## src/rtl/teclado_varredura.sv

```systemverilog
// teclado_varredura: synchroniser, debouncer and one-hot key pulse generator
// for the four vending-machine selection buttons, plus the inactivity timer.
// Optional build macro TECLADO_TIMEOUT_EN: when defined the timeout timer is
// built and drives tempo; when undefined tempo is tied low and
// TIMEOUT_CYCLES has no effect.

module teclado_varredura #(
  parameter int unsigned DEBOUNCE_CYCLES = 50000,
  parameter int unsigned TIMEOUT_CYCLES  = 250000000
) (
  input  logic       clk,
  input  logic       reset,
  input  logic [3:0] botao_n,
  input  logic       habilita,
  output logic [3:0] tecla,
  output logic       tempo
);

  // state     | meaning
  // OCIOSO    | no key seen; waits for any key pattern
  // FILTRANDO | pattern cand must stay unchanged DEBOUNCE_CYCLES cycles
  // EMITE     | one-cycle key pulse; (re)arms the inactivity timer
  // SOLTAR    | waits for a debounced full release before accepting again

  typedef enum logic [1:0] {OCIOSO, FILTRANDO, EMITE, SOLTAR} estado_t;

  localparam int unsigned   DW      = $clog2(DEBOUNCE_CYCLES);
  localparam logic [DW-1:0] DB_LAST = DW'(DEBOUNCE_CYCLES - 1);

  if (DEBOUNCE_CYCLES < 2 || TIMEOUT_CYCLES < 2) begin : g_param_check
    $error("teclado_varredura: DEBOUNCE_CYCLES and TIMEOUT_CYCLES must be >= 2");
  end

  logic [3:0]    sync1_q, sync2_q;
  logic [3:0]    key_s;
  estado_t       estado_q, estado_d;
  logic [3:0]    cand_q, cand_d;
  logic [DW-1:0] cnt_q, cnt_d;
  logic [3:0]    tecla_q, tecla_d;
  // solto: a debounced release has been seen since reset, so a key that was
  // already held across reset is never reported.
  logic          solto_q, solto_d;
  // vivo: the sync chain has refilled after reset and key_s reflects the pins.
  logic [1:0]    vivo_q, vivo_d;
  logic          cand_1hot;

  assign key_s     = ~sync2_q;
  assign cand_1hot = (cand_q != 4'b0) && ((cand_q & (cand_q - 4'd1)) == 4'b0);

  // Next-state logic for the debounce / emit / release sequence.
  always_comb begin
    estado_d = estado_q;
    cand_d   = cand_q;
    cnt_d    = cnt_q;
    tecla_d  = 4'b0;
    solto_d  = solto_q;
    vivo_d   = {vivo_q[0], 1'b1};
    case (estado_q)
      OCIOSO: begin
        if (!solto_q) begin
          if (!vivo_q[1] || key_s != 4'b0) begin
            cnt_d = '0;
          end else if (cnt_q == DB_LAST) begin
            cnt_d   = '0;
            solto_d = 1'b1;
          end else begin
            cnt_d = cnt_q + DW'(1);
          end
        end else if (key_s != 4'b0) begin
          cand_d   = key_s;
          cnt_d    = '0;
          estado_d = FILTRANDO;
        end
      end
      FILTRANDO: begin
        if (key_s != cand_q) begin
          cnt_d    = '0;
          estado_d = OCIOSO;
        end else if (cnt_q == DB_LAST) begin
          cnt_d    = '0;
          estado_d = (cand_1hot && habilita) ? EMITE : SOLTAR;
        end else begin
          cnt_d = cnt_q + DW'(1);
        end
      end
      EMITE: begin
        tecla_d  = cand_q;
        cnt_d    = '0;
        estado_d = SOLTAR;
      end
      SOLTAR: begin
        if (key_s != 4'b0) begin
          cnt_d = '0;
        end else if (cnt_q == DB_LAST) begin
          cnt_d    = '0;
          estado_d = OCIOSO;
        end else begin
          cnt_d = cnt_q + DW'(1);
        end
      end
      default: estado_d = OCIOSO;
    endcase
  end

  // Synchroniser chain and FSM registers; buttons read as released in reset.
  always_ff @(posedge clk or posedge reset) begin
    if (reset) begin
      sync1_q  <= 4'hF;
      sync2_q  <= 4'hF;
      estado_q <= OCIOSO;
      cand_q   <= 4'b0;
      cnt_q    <= '0;
      tecla_q  <= 4'b0;
      solto_q  <= 1'b0;
      vivo_q   <= 2'b00;
    end else begin
      sync1_q  <= botao_n;
      sync2_q  <= sync1_q;
      estado_q <= estado_d;
      cand_q   <= cand_d;
      cnt_q    <= cnt_d;
      tecla_q  <= tecla_d;
      solto_q  <= solto_d;
      vivo_q   <= vivo_d;
    end
  end

  assign tecla = tecla_q;

`ifdef TECLADO_TIMEOUT_EN
  localparam int unsigned   TW      = $clog2(TIMEOUT_CYCLES);
  localparam logic [TW-1:0] TM_LAST = TW'(TIMEOUT_CYCLES - 1);

  logic [TW-1:0] tmr_q, tmr_d;
  logic          armado_q, armado_d;
  logic          tempo_q, tempo_d;

  // Inactivity timer: habilita low wins, then a new key restarts, then expiry.
  always_comb begin
    tmr_d    = tmr_q;
    armado_d = armado_q;
    tempo_d  = 1'b0;
    if (!habilita) begin
      tmr_d    = '0;
      armado_d = 1'b0;
    end else if (estado_q == EMITE) begin
      tmr_d    = '0;
      armado_d = 1'b1;
    end else if (armado_q) begin
      if (tmr_q == TM_LAST) begin
        tmr_d    = '0;
        armado_d = 1'b0;
        tempo_d  = 1'b1;
      end else begin
        tmr_d = tmr_q + TW'(1);
      end
    end
  end

  // Timer registers; disarmed after reset so no timeout before the first key.
  always_ff @(posedge clk or posedge reset) begin
    if (reset) begin
      tmr_q    <= '0;
      armado_q <= 1'b0;
      tempo_q  <= 1'b0;
    end else begin
      tmr_q    <= tmr_d;
      armado_q <= armado_d;
      tempo_q  <= tempo_d;
    end
  end

  assign tempo = tempo_q;
`else
  assign tempo = 1'b0;
`endif

endmodule
```

## config.mk

```make
export PLATFORM = sky130hd
export DESIGN_NAME = teclado_varredura
export DESIGN_NICKNAME = d
export VERILOG_FILES = /design/src/rtl/teclado_varredura.sv
export SDC_FILE = /design/constraint.sdc
export NUM_CORES = 1
export LEC_CHECK = 0
export ABC_AREA = 0
export BUFFER_PORTS_ARGS = -buffer_cell sky130_fd_sc_hd__buf_4
export CAP_MARGIN = 5
export CELL_PAD_IN_SITES_DETAIL_PLACEMENT = 1
export CELL_PAD_IN_SITES_GLOBAL_PLACEMENT = 2
export CORE_UTILIZATION = 35
export DETAILED_ROUTE_END_ITERATION = 8
export PLACE_DENSITY = 0.82
export SYNTH_ARGS = -nofsm -noshare
export SYNTH_HDL_FRONTEND = slang
export SYNTH_SLANG_ARGS = --single-unit
```

## constraint.sdc

```tcl
create_clock -name clk -period 1.58 [get_ports clk]
set_input_delay 0.158 -clock clk [delete_from_list [all_inputs] [get_ports clk]]
set_output_delay 0.158 -clock clk [all_outputs]
set_load 0.05 [all_outputs]
```

==> impl_summary.txt <==
----------------------------------------------------
[Status]
  Outcome ... complete, but fails checks
  Failing checks ... negative setup slack

[Power]
  Cell leakage power ... approximately 1.0 nW
  Pwr Density ... 785 nW/um^2
  Net Sw Power ... 0.000425 W
  VDD IR max ... 462 uV
  Combinational group share of total power ... 4.0%
  Internal power of the cells ... 0.00147 W
  Sequential fraction of design power ... 51.5%
  Clock network power share ... 44.5%
  Sw frac ... 22.4%

[STA]
  Minimum clock period after layout ... 1.67 ns
  Max Clock Freq ... between 0.5 and 0.6 GHz
  Setup repair after global routing missed its margin ... true
  Final setup violation count ... 16
  Setup Skew ... 0.00672 ns
  Final Max Tran Viols ... 0
  Final-layout setup total negative slack ... -1.00 ns
  Smallest setup slack after layout ... -0.0913 ns
  Endpoints failing hold ... 0
  Tightest hold margin ... 0.196 ns
  Ratio of final minimum period to clock period ... 106%

[Route]
  # DRC ... 0
  Ratio of routed vias to standard cells ... 5.04
  Count of antenna-violating nets left after detailed routing ... 0
  Via total after detailed routing ... 1427
  Drt first-iter violations ... 79
  First drt pass iteration count ... 4
  Routed wire per std cell ... 15.9 um
  Wire length reported by the detailed router ... 4490 um

[Setup path]
  Worst setup path class ... reg2reg
  R2R cell count ... 5
  Worst path max stage delay ... 0.59 ns
  Crit path capture type ... flip-flop
  Data arrival time of the critical path ... roughly 1.9 ns
  Setup slack, reg-to-reg ... -0.09 ns
  Sequence of cells on the critical path ... xnor2_2 -> or3_4 -> o211ai_4 -> o21ai_4 -> nor2_1
  Startpoint type of the worst setup path ... flip-flop
  Critical-path top delay cell ... sky130_fd_sc_hd__dfstp_2
  Highest fanout seen on the critical path ... 8
  WP data required ... between 1.5 and 2 ns

[Cells and area]
  Synth-to-layout area growth ... 35.3%
  Leading cell type in the layout, fill and taps excluded ... sky130_fd_sc_hd__buf_4
  Share of final-layout standard cells stronger than drive strength 1 ... 41.7%
  Filler cell count ... 558
  Final #Nets ... about 220
  Multi-input gate area in the final layout ... 891 sq um
  Top library cells by usage in the layout, fill and taps aside ... 42 x sky130_fd_sc_hd__buf_4, 28 x sky130_fd_sc_hd__dfrtp_1, 17 x sky130_fd_sc_hd__nand2_1
  Total area of sequential cells ... about 940 sq um
  Final non-filler cell total ... 283
  Diodes inserted ... 0

[Global routing]
  Number of global-route vias before repair ... about 1600
  Met3 layer usage reported by global route ... 4.39%
  Met1 capacity usage during global routing ... 23.5%
  GRT met2 Usage ... around 30%
  Largest net degree at the start of global routing ... 38
  Leftover overflow at the end of global routing ... 0
  Busiest layer in global routing ... met2
  Global-route wire length before repair ... 7470 um
  Antenna violations before repair ... 0
  GRT Overall Usage ... between 10% and 20%

[Clock network]
  TritonCTS clock tree ... done
  Clk pin slew, worst setup/hold paths ... roughly 0.08 ns
  Number of buffers on the longest clock path ... 2
  Number of buffers created by CTS ... 5
  Num Clock Sinks ... 37
  Clock Root Buffer ... sky130_fd_sc_hd__clkbuf_8
  CTS H-tree depth ... 2
  Clk_lat worst skew ... approximately 0.29 ns

[Synthesis]
  Most area-consuming cells after synthesis ... sky130_fd_sc_hd__dfrtp_1 41%, sky130_fd_sc_hd__dfstp_2 12%, sky130_fd_sc_hd__xor2_1 5.4%, sky130_fd_sc_hd__nand2_1 3.6%, sky130_fd_sc_hd__o21ai_0 3.1%
  Warnings, synthesis ... 0
  Post-Synthesis Net Count ... 172
  Syn Std Cell Area ... around 1800 sq um
  Register bit total from synthesis ... 37
  Fraction of post-synthesis cell area in the top cell type by area ... 40.6%
  Number of instances in the synthesized netlist ... 164
  Sequential share of the synthesized area ... 52.3%
  Syn Area/Cell ... 10.9 sq um
  Number of distinct library cell variants in the gate-level netlist after synthesis ... 42
  Top cell type by total area after synthesis ... sky130_fd_sc_hd__dfrtp_1

[Floorplanning]
  Number of placed I/O pins ... 12
  Effective utilization at floorplan ... a little under two fifths
  Horizontal extent of the die ... about 73 um
  Area of the die ... 5400 sq um
  DIE HEIGHT ... 73.5 um
  Cell Rows ... 25
  Placeable core region ... 4820 sq um

[Placed design]
  Final HPWL from detailed placement ... 3250 um
  IO buf count ... 10
  Gpl congestion ... 0.945
  Post-Place Cells ... between 200 and 300

[Min path]
  Hold path depth ... 3
  Type of the most critical hold path ... in2reg

[Run]
  Max cap viols ... 0

----------------------------------------------------
==> worst max-delay path: cells and delay by family (launching register included) <==
family	cells	cell delay [ns]
AO/OA/AOI/OAI	2	0.43
XOR/XNOR	1	0.07
flip-flops	1	0.59
AND/OR/NAND/NOR	2	0.50
==> flip-flops by register name (all words and copies together) (netlist names), named ones only <==
name and cells:
cnt_q 16, cand_q 4, sync1_q 4, sync2_q 4, tecla 4, vivo_q 2, estado_q 1, solto_q 1
==> path summary, 6_finish.rpt <==
kind | from | end
max in group asynchronous | reset | estado_q[0]
min reg2reg | vivo_q[0] | vivo_q[1]
min | habilita | estado_q[0]
max | sync2_q[3] | cnt_q[8]
min in group asynchronous | reset | tecla[3]
max reg2reg | sync2_q[3] | cnt_q[8]
==> per-stage QoR <==
step                utilization (%)  total power (W)  cell area [sq um]  setup WS [ns]
floorplan                         -          0.00103               1790         0.0770
global placement               44.1          0.00105               2120        -0.0226
detailed placement             44.1          0.00106               2120         -0.150
CTS                            48.1          0.00191               2320        -0.0747
global route                   50.2          0.00196               2420         -0.175
finish                         50.2          0.00190               2420        -0.0913
==> logic make-up after synthesis <==
family                     share of synthesized area [%]
xor gates and xnor gates                            6.37
buffers and inverters                               2.45
other                                              0.420
and+or+nand+nor                                     21.3
DFF                                                 52.3
AOI/OAI and AO/OA                                   15.8
muxes                                              0.560
adders and majority gates                          0.700
==> routing by layer <==
metal | up-vias | part of all wire, %
li1 | 678 | -
met3 | 10 | 2.7
met5 | - | 0
met1 | 718 | 45
met2 | 21 | 50
met4 | 0 | 2.0
==> synth_stat cells (all sizes together) <==
library cell,n
nand3b,1
dfrtp,29
dfstp,8
conb,2
a31oi,1
and4,3
and2b,1
o31ai,7
nor2,13
mux2i,1
nand3,8
o211ai,4
xnor2,2
or3,1
and3,2
a211oi,2
a21oi,4
nand4,8
and4bb,2
o311ai,2
ha,1
nor4b,1
xor2,11
nand2,17
and2,6
nor3b,2
a21o,1
inv,7
buf,3
o21ai,14
==> power by group through the flow <==
| stage | clock, W | sequential, W | combinational (W) |
|---|---|---|---|
| floorplan | 0 | 0.000992 | 0.0000373 |
| global placement | 0 | 0.000993 | 0.0000598 |
| detailed placement | 0 | 0.000995 | 0.0000621 |
| CTS | 0.000858 | 0.000977 | 0.0000730 |
| global route | 0.000896 | 0.000981 | 0.0000850 |
| finish | 0.000844 | 0.000979 | 0.0000760 |
==> repair_timing <==
| action | in CTS | in global routing |
|---|---|---|
| hold buffers | 5 | 0 |
| pin swaps | 3 | 9 |
| resized for setup | 5 | 16 |
| endpoints found under the hold margin | 33 | 0 |
| buffers inserted | 1 | 5 |
| endpoints found under the setup margin | 18 | 18 |
==> layout make-up <==
type	count	share of cell area, %
multi-input combinational	117	36.8
sequential	37	38.7
tap	67	3.47
timing repair buffer	47	15.1
inverter	7	1.09
clock buffer	5	2.85
clock inverter	3	1.91
Note: power is estimated with default switching activity, not from simulation.
